===== config.mk =====
export PLATFORM = sky130hd
export DESIGN_NAME = mem_bus_ctrl
export DESIGN_NICKNAME = d
export VERILOG_FILES = /design/src/rtl/mem_bus_ctrl.sv
export SDC_FILE = /design/constraint.sdc
export NUM_CORES = 1
export LEC_CHECK = 0
export ABC_AREA = 1
export CORE_UTILIZATION = 50
export DETAILED_ROUTE_END_ITERATION = 6
export GPL_TIMING_DRIVEN = 0
export PLACE_DENSITY = 0.95
export RECOVER_POWER = 25
export SLEW_MARGIN = 5
export SYNTH_ARGS = -nofsm -noshare
export SYNTH_HDL_FRONTEND = slang
export SYNTH_SLANG_ARGS = --single-unit

===== constraint.sdc =====
create_clock -name iClk -period 3.3 [get_ports iClk]
set_input_delay 0.33 -clock iClk [delete_from_list [all_inputs] [get_ports iClk]]
set_output_delay 0.33 -clock iClk [all_outputs]
set_load 0.02 [all_outputs]

===== src/rtl/mem_bus_ctrl.sv =====
// Bus controller between the processor memory port and the MMU, with wait-state
// timing and a small I/O window holding a switch register and an output port.
module mem_bus_ctrl #(
    parameter int          WAIT_STATES = 1,
    parameter logic [31:0] IO_BASE     = 32'h0000_FFF0
) (
    input  logic        iClk,
    input  logic        nRst,
    input  logic [31:0] iAddr,
    input  logic [31:0] iData,
    input  logic        iRead,
    input  logic        iWrite,
    output logic [31:0] oData,
    output logic        oRdy,
    output logic [31:0] oMemAddr,
    output logic [31:0] oMemData,
    output logic        oMemRead,
    output logic        oMemWrite,
    input  logic [31:0] iMemData,
    input  logic [17:0] iSW,
    output logic [31:0] oPORT,
    output logic [1:0]  oDbgState
);

    // Handshake: a request is accepted only when iRead or iWrite is high in IDLE;
    // completion is signalled by a single-cycle oRdy, and oData is valid only then.

    typedef enum logic [1:0] {
        IDLE   = 2'd0,
        ACCESS = 2'd1,
        DONE   = 2'd2
    } state_t;

    localparam logic [3:0] WAIT_CNT = 4'(WAIT_STATES);

    state_t      state_q, state_d;
    logic [3:0]  cnt_q;
    logic        is_write_q;
    logic [31:0] addr_q;
    logic [31:0] wdata_q;
    logic [31:0] rdata_q;
    logic [31:0] port_q;
    logic [17:0] sw_meta_q;
    logic [17:0] sw_sync_q;

    logic        req;
    logic        req_io;
    logic [31:0] io_off;
    logic        io_mapped;
    logic [1:0]  io_sel;
    logic [31:0] io_rdata;
    logic        port_wr;

    assign req       = iRead | iWrite;
    assign req_io    = (iAddr >= IO_BASE);
    assign io_off    = iAddr - IO_BASE;
    assign io_mapped = (io_off < 32'h0000_0010);
    assign io_sel    = iAddr[3:2];
    assign port_wr   = (state_q == IDLE) && req && req_io && iWrite
                       && io_mapped && (io_sel == 2'd1);

    always_comb begin
        io_rdata = 32'h0;
        if (io_mapped) begin
            case (io_sel)
                2'd0:    io_rdata = {14'h0, sw_sync_q};
                2'd1:    io_rdata = port_q;
                default: io_rdata = 32'h0;
            endcase
        end
    end

    always_comb begin
        state_d   = state_q;
        oRdy      = 1'b0;
        oMemRead  = 1'b0;
        oMemWrite = 1'b0;
        oData     = 32'h0;
        case (state_q)
            IDLE: begin
                if (req) begin
                    state_d = req_io ? DONE : ACCESS;
                end
            end
            ACCESS: begin
                oMemRead  = ~is_write_q;
                oMemWrite = is_write_q;
                if (cnt_q == 4'd0) begin
                    state_d = DONE;
                end
            end
            DONE: begin
                oRdy    = 1'b1;
                oData   = rdata_q;
                state_d = IDLE;
            end
            default: state_d = IDLE;
        endcase
    end

    always_ff @(posedge iClk or negedge nRst) begin
        if (!nRst) begin
            state_q <= IDLE;
        end else begin
            state_q <= state_d;
        end
    end

    always_ff @(posedge iClk or negedge nRst) begin
        if (!nRst) begin
            cnt_q      <= 4'd0;
            is_write_q <= 1'b0;
            addr_q     <= 32'h0;
            wdata_q    <= 32'h0;
            rdata_q    <= 32'h0;
            port_q     <= 32'h0;
            sw_meta_q  <= 18'h0;
            sw_sync_q  <= 18'h0;
        end else begin
            sw_meta_q <= iSW;
            sw_sync_q <= sw_meta_q;
            case (state_q)
                IDLE: begin
                    if (req) begin
                        addr_q     <= iAddr;
                        wdata_q    <= iData;
                        is_write_q <= iWrite;
                        if (req_io) begin
                            // I/O completes at this edge; writes return zero data.
                            rdata_q <= iWrite ? 32'h0 : io_rdata;
                            if (port_wr) begin
                                port_q <= iData;
                            end
                        end else begin
                            cnt_q   <= WAIT_CNT;
                            rdata_q <= 32'h0;
                        end
                    end
                end
                ACCESS: begin
                    if (cnt_q != 4'd0) begin
                        cnt_q <= cnt_q - 4'd1;
                    end else if (!is_write_q) begin
                        rdata_q <= iMemData;
                    end
                end
                default: ;
            endcase
        end
    end

    assign oMemAddr  = addr_q;
    assign oMemData  = wdata_q;
    assign oPORT     = port_q;
    assign oDbgState = state_q;

endmodule


### Word-level counts from Yosys, hierarchy flattened

Cells that the tools add are included.

* logic and storage cells: 59
* output and inout bits: 133
* input bits: 118
* flip-flop bits (word level): 171

* mux-type cells: 20
* eq/ne operators: 9
* order comparisons: 2
* add/subtract/negate cells: 2
* reduce and logical (&&, ||, !) cells: 15
* bitwise logic cells: 2

Operators by type and width (count)
* 32-bit 2-to-1 mux: 7
* 32-bit one-hot mux with 2 select lines: 2
* 32-bit by 16-bit >= comparator with 1-bit output (second input constant): 1
* 32-bit by 5-bit < comparator with 1-bit output (second input constant): 1
* 32-bit by 16-bit subtractor with 32-bit output (second input constant): 1
* 4-bit 2-to-1 mux: 3
* 2-bit != test (second input constant): 6
* 4-bit AND reduction: 3
* 4-bit one-hot mux with 2 select lines: 1
* 2-bit 2-to-1 mux: 3
* 1-bit logical AND: 5
* 2-bit by 1-bit == test with 1-bit output (second input constant): 2
* 2-bit logical NOT: 2
* 4-bit logical NOT: 1
* 2-bit one-hot mux with 2 select lines: 1
* 2-bit AND reduction: 2
* 4-bit nonzero test: 1
* 4-bit by 1-bit subtractor with 4-bit output (second input constant): 1
* 1-bit 2-to-1 mux: 3
* 2-bit == test (second input constant): 1
* 2-bit nonzero test: 1
* 1-bit inverter: 1
* 1-bit bitwise OR: 1

### Logic depth before layout (Yosys ltp)

Gate-level depths: netlist of run 1.

* word-level depth: 7
* mapped depth: 15
* mapped depth without buffers: 14

### Worst setup path after synthesis of run 1

No wires, ideal clock.

* kind: flip-flop to flip-flop
* from: reg state_q[0], in the netlist oDbgState[0]
* to: reg rdata_q[0]
* path buffers: 1
* data arrival time: 1845 ps
* setup slack: 1377 ps
* clock period less this slack: 1923 ps
* setup time: 77 ps
* cell stages (with the launch flop): 10
* required time: 3223 ps
* cells stage by stage: dfrtp_1 > inv_1 > nor2_4 > clkinv_1 > o21ai_0 > o21ai_1 > inv_1 > clkbuf_1 > nor2_1 > a21oi_1

* longest elaborated chain between the ends: 3
* elaborated cells on any way between the ends: 8
* classes of those cells: eq/ne (4); mux (1); reduce/logical (3)

Ends and longest elaborated chain
* from (decl): line 36 `state_t state_q, state_d;`
* from (signal assigned): line 105 `state_q <= state_d;`
* 2-bit by 1-bit == test with 1-bit output or 2-bit logical NOT (tied branches): line 122 `case (state_q)`
* 2-bit != test (no line) or 2-bit nonzero test (tied branches)
* 4-bit AND reduction (no line)
* to (signal assigned): line 130 `rdata_q <= iWrite ? 32'h0 : io_rdata;`
* to (signal assigned): line 144 `rdata_q <= iMemData;`
* to (decl): line 41 `logic [31:0] rdata_q;`

Several ways; a longest one is shown, not always the timed one.
A chain may end at the register's enable or synchronous reset.

### Worst setup path in the final report of run 1

* from: reg state_q[1], in the netlist oDbgState[1]
* to: out oData[9]

* longest elaborated chain between the ends: 2

Ends and longest elaborated chain
* 2-bit == test: line 79 `case (state_q)`
* 32-bit 2-to-1 mux: line 79
* to (decl): line 13 `output logic [31:0] oData,`

No other way between the ends.

==> results of run 1 <==
==> synthesized netlist by cell type (2+ instances only) <==
master    instances
a21oi_1          65
a32oi_1          18
buf_1             3
buf_2            15
buf_4             3
buf_6             3
clkbuf_1         30
clkinv_1          2
dfrtp_1         171
ha_1              2
inv_1            71
inv_2             3
nand2_1         304
nand2_2           2
nand3_1          29
nand3_4           2
nand4_1          72
nor2_1          141
nor2_2            6
nor2_4            2
nor3_1            4
o21ai_0          25
o21ai_1           5
o31ai_1           2
xor2_1            2
==> worst max path at each step <==
stage / startpoint / to / slack, ps / cells past startpoint
floorplan: oDbgState[0] / rdata_q[0] / 1380 / 9
global placement: nRst / rdata_q[14] / -4780 / 1
detailed placement: iAddr[5] / oPORT[25] / 390 / 13
CTS: oDbgState[1] / oData[9] / 660 / 6
global route: nRst / is_write_q / 400 / 3
finish: oDbgState[1] / oData[9] / 630 / 6
==> per-stage QoR <==
| stage | power, mW | cells | area (um^2) |
|---|---|---|---|
| 6_report | 8.91 | 1483 | 11300 |
| 4_1_cts | 8.94 | 1482 | 11400 |
| 3_3_place_gp | 6.78 | 1449 | 10700 |
| 5_1_grt | 9.44 | 1482 | 11300 |
| 3_5_place_dp | 6.91 | 1450 | 10800 |
| 2_1_floorplan | 5.15 | 988 | 7960 |
==> state kept, by name (all words and copies together) (netlist names) <==
name / flops
oPORT: 32
cnt_q: 4
sw_sync_q: 18
oMemAddr: 32
rdata_q: 32
is_write_q: 1
sw_meta_q: 18
oMemData: 32
oDbgState: 2
==> layout by cell type, fill, tap and decap left out, types with 2 or more instances in the layout <==
cell type	n
ha_1	2
buf_1	3
dfrtp_1	171
clkbuf_1	30
a21oi_1	65
buf_2	15
inv_2	3
clkdlybuf4s50_1	231
buf_4	3
nand2_1	304
nor2_1	141
o21ai_0	25
o21ai_1	5
inv_8	3
xor2_1	2
nand3_4	2
clkinv_1	2
inv_6	5
nor2_2	6
buf_6	4
clkinv_4	2
nor2_4	2
clkbuf_16	17
a32oi_1	18
dlygate4sd3_1	19
o31ai_1	2
nand3_1	29
nor3_1	4
nand2_2	2
inv_1	71
nand4_1	72
==> kinds of logic after synthesis <==
family,after synthesis
AND/OR/NAND/NOR,565
flip-flops,171
buffers and inverters,130
AO/OA/AOI/OAI,117
XOR/XNOR,3
adder cells (fa/ha/maj),2
==> power by group <==
| group | total (mW) | leakage, nW | switching (mW) | internal [mW] |
|---|---|---|---|---|
| registers | 3.12 | 2.13 | 0.371 | 2.75 |
| logic | 3.80 | 2.89 | 2.23 | 1.56 |
| clock network | 2.00 | 0.287 | 0.905 | 1.09 |
==> metal layers <==
layer / share of wire [%] / global-route usage [%] / vias to the layer above / wire length, um
li1: - / - / 3759 / -
met1: 41 / 42.5 / 3799 / 10600
met2: 48 / 52.5 / 386 / 12300
met3: 6.8 / 5.93 / 75 / 1750
met4: 4.3 / 16.3 / 0 / 1100
met5: 0 / 0 / - / 0
==> layout make-up <==
type / instances / area (um^2)
timing repair buffer: 252 / 2520
clock buffer: 18 / 439
buffer: 54 / 255
sequential: 171 / 4280
fill: 1116 / 4040
tap: 211 / 264
clock inverter: 13 / 149
inverter: 76 / 285
antenna: 1 / 2.50
multi-input combinational: 687 / 3140
==> what timing repair did <==
| item | CTS | global route |
|---|---|---|
| hold buffers | 1 | 0 |
| setup endpoints to repair | 0 | 0 |
| endpoints found under the hold margin | 62 | 0 |
==> run metrics, run 1 <==
status finished, violations left; violated checks capacitance limit, slew limit; data required time of the worst path 2970 ps; height of the die 128 um; share of the synthesized area in the top cell type 53.8%; multiplexer share of the synthesized area 0%; crit path max fanout 10; peak supply drop 0.471 mV; post-detailed-routing wire length 25.7 mm; r2r setup slk 820 ps; Hold Path End sw_sync_q[5]; minimum clock period 2670 ps; final worst-path cycle share 80.8%; Distinct cells, synth 31; Post-Route Skew 10.2 ps; PortBufs 250; Max Freq 0.375 GHz; XOR/XNOR Fraction of Synth Area 0.424%; final worst slack 633 ps; largest net degree at the start of global routing 110; CTS clk-pin slew, worst paths 70 ps; Rows 45; Core ar. 15400 um^2; hold path startpoint sw_meta_q[5]; htree depth 4; critical path capture point type output port; Post-DRT Antenna Nets 0; RSZ-0062 raised after global routing false; # DRC 0; final hold slack 347 ps; Slew headroom -2.75%; DR WL/cell 17.3 um; clock sink count 171; post_cts resized 0; worst path buffer plus inverter count 4; CP peak stage delay 650 ps; Root Buffer clkbuf_16; via count 8019; Critical Path AT 2340 ps; cell family with most CP delay buffers and inverters; post-synthesis register bit count 171; CP Class reg -> out; syn nets 1108; I/O pin count 251; via/cell ratio 5.41; Tot GR Track Use 32.6%; synth top area cells dfrtp_1, nand2_1, nor2_1; Avg Cell Area, Syn 8.06 um^2; final max-slew violation count 64; Setup Fix Bufs, Post-CTS 0; Simple-Gate Fraction of Synth Area 30.4%; Post-synth ARST share 100%; R2R cell count 9; CTS tree done; Die Width 128 um; Worst-Margin Slew 1540 ps; Fin Setup TNS 0 ps; vias in the first global route 7920; fraction of layout cells with a size suffix above 1 5.66%; Final Wtd Congestion 0.913; Initial DRC Count 641; Setup WS pre-CTS 386 ps; Synth Area in Compound Gates 8.31%; TritonCTS buffer count 17; Net count, final 1379; power per cell area 786 nW/um^2; first-pass GRT wire length 40.8 mm; worst flop-to-flop path endpoint rdata_q[1]; Startpoint Class flip-flop; Post-Syn Instances 988; Post-Synth Adder-Cell Area 0.314%; Detailed Place HPWL 19.6 mm; synthesized area 7960 um^2; worst skew pair latency 440 ps; Final setup viols 0; first-pass detailed-route iteration total 5; initial antenna violation count 1; number of hold violations in the final report 0; post-synthesis sequential area ratio 53.8%; worst hold stages 0; slowest CP cell clkdlybuf4s50_1; cells along the critical path inv_1 > nor2_1 > inv_1 > clkbuf_1 > nor2_1 > clkdlybuf4s50_1; Max-Cap Viols 1; Hold Crit Class reg -> reg; ys flop type dfrtp_1; synthesis-to-finish area growth 42.4%; largest family of logic cells by synthesized area simple AND/OR/NAND/NOR gates; Die Area 16400 um^2; number of flops mapped to enable cells by yosys 0; final core utilization 73.7%; largest area contributor in the netlist dfrtp_1; FF-to-FF Start oDbgState[0]; GR Overflow Total 0; initial core utilization 51.8%; leakage power 5.30 nW; number of synthesis warnings 0; Max clock buf depth 2
Note: power is estimated with default switching activity, not from simulation.
==> run 2: changes to the inputs <==
- CORE_UTILIZATION: 50 -> 42
- PLACE_DENSITY: 0.95 -> 0.88
- clock period: 3.3 -> 2.45 ns (I/O delays scaled with it)
==> run metrics, run 2 (synthesis gave the netlist of run 1 again) <==
data required time of the worst path 2200 ps (-770 ps); vias in the first global route 7529 (-4.9%); Final setup viols 0 (unchanged); dpl cells 1468 (+1.2%); Setup WS pre-CTS -409 ps (-795 ps); final worst slack 124 ps (-509 ps); worst skew pair latency 430 ps (about the same); Core ar. 18300 um^2 (+19%); Non-Filler Instances 1505 (+1.5%); Slew headroom -18.3% (-16 points); DP Area 10800 um^2 (+0.21%); worst flop-to-flop path endpoint rdata_q[16]; Rows 49 (+8.9%); worst hold stages 0 (unchanged); synthesis-to-finish area growth 44.4%; slowest CP cell clkdlybuf4s50_1; Die Area 19500 um^2 (+19%); Hold Crit Class reg -> reg; Net count, final 1381 (+0.15%); Final Wtd Congestion 0.907 (-0.67%); Worst-Margin Slew 1770 ps (+233 ps); Detailed Place HPWL 19.9 mm (+1.5%); power per cell area 1040 nW/um^2 (+32%); Die Width 140 um (+9.0%); CP Class reg -> out; critical path capture point type output port; Tot Pwr 11.9 mW (+34%); worst path buffer plus inverter count 4 (unchanged); most frequent cells in the layout nand2_1, clkdlybuf4s50_1, dfrtp_1; Root Buffer clkbuf_16; post-detailed-routing wire length 25.7 mm (+0.18%); cell family with most CP delay buffers and inverters; peak supply drop 0.631 mV (+34%); GR Overflow Total 0 (unchanged); r2r setup slk 280 ps (-540 ps); I/O pin count 251 (unchanged); CTS clk-pin slew, worst paths 80 ps (about the same); first-pass detailed-route iteration total 7 (+2); cells along the critical path inv_1 > nor2_1 > inv_1 > clkbuf_2 > nor2_1 > clkdlybuf4s50_1; first-pass GRT wire length 40.0 mm (-2.0%); height of the die 140 um (+9.0%); final max-slew violation count 79 (+23%); Max Freq 0.430 GHz; initial core utilization 43.6% (-8.2 points); clock sink count 171 (unchanged); Post-Route Skew 11.2 ps (+0.993 ps); # DRC 0 (unchanged); R2R cell count 8 (-1); largest net degree at the start of global routing 94 (-15%); CP peak stage delay 610 ps (-40 ps); Post-DRT Antenna Nets 0 (unchanged); Startpoint Class flip-flop; TritonCTS buffer count 17 (unchanged); initial antenna violation count 2 (+1); Max clock buf depth 2 (unchanged); CTS tree done; DR WL/cell 17.1 um (-1.3%); Critical Path AT 2080 ps (-260 ps); violated checks capacitance limit, slew limit; Tot GR Track Use 26.5% (-6.1 points); hold path startpoint sw_meta_q[17]; PortBufs 250 (unchanged); Fin Setup TNS 0 ps (unchanged); most common cell after layout, fill and taps aside nand2_1; Hold Path End sw_sync_q[17]; via count 7946 (-0.91%); Initial DRC Count 654 (+2.0%); htree depth 4 (unchanged); via/cell ratio 5.28 (-2.4%); final core utilization 62.9% (-11 points); Design Area, Final 11500 um^2 (+1.4%); final hold slack 347 ps (-0.0290 ps); Max-Cap Viols 1 (unchanged); status finished, violations left; FF-to-FF Start oDbgState[0]; number of hold violations in the final report 0 (unchanged); fraction of layout cells with a size suffix above 1 6.99% (+1.3 points); minimum clock period 2330 ps; leakage power 5.76 nW (+8.5%); final worst-path cycle share 94.9%; Fill cells 1549 (+39%); crit path max fanout 10 (unchanged)
## run 2: cell count changes in the layout (fill, tap and decap cells not counted), sizes merged
cell and change:
bufinv -1, diode +1, clkdlybuf4s50 -28, clkbuf -2
dlygate4sd2 +5, clkinv +3, buf +3, dlymetal6s2s +23
## run 2: layer usage
metal,up-vias,GRT usage [%],wire [um]
met2,335,41.5,12100
li1,3773,-,-
met5,-,0,0
met3,68,5.13,1530
met1,3770,35.2,11000
met4,0,13.2,1090
## run 2: layout make-up
| type | instances | area (um^2) | share of cell area (%) |
|---|---|---|---|
| flip-flops and latches | 171 | 4280 | 37.2 |
| multi-input cells | 687 | 3170 | 27.6 |
| repair buffers | 254 | 2600 | 22.6 |
| clock buffers | 17 | 425 | 3.70 |
| inverters | 76 | 287 | 2.49 |
| well taps | 229 | 287 | 2.49 |
| plain buffers | 54 | 263 | 2.29 |
| clock inverters | 15 | 173 | 1.50 |
| diodes | 2 | 5.00 | 0.0435 |
## run 2: power by group
| group | internal, mW | switching (mW) |
|---|---|---|
| clock network | 1.38 | 1.30 |
| registers | 3.71 | 0.496 |
| logic | 2.08 | 2.98 |
| total | 7.17 | 4.77 |
## run 2: worst max path at each step
stage | startpoint | to | slack (ps) | depth (start not counted)
final | oDbgState[1] | oData[3] | 120 | 6
after global routing | iAddr[11] | oPORT[18] | -30 | 13
after CTS | oDbgState[1] | oData[26] | 6 | 6
after detailed placement | iAddr[11] | oPORT[1] | -410 | 11
after global placement | nRst | rdata_q[16] | -5660 | 1
after floorplan | oDbgState[0] | rdata_q[0] | 530 | 9
## run 2: repair_timing
action / 4_1_cts / 5_1_grt
endpoints found under the setup margin: 15 / 83
hold buffers: 1 / 0
buffers inserted: 0 / 2
hold endpoints to repair: 78 / 0
gates resized for setup: 8 / 41
pin swaps: 0 / 2
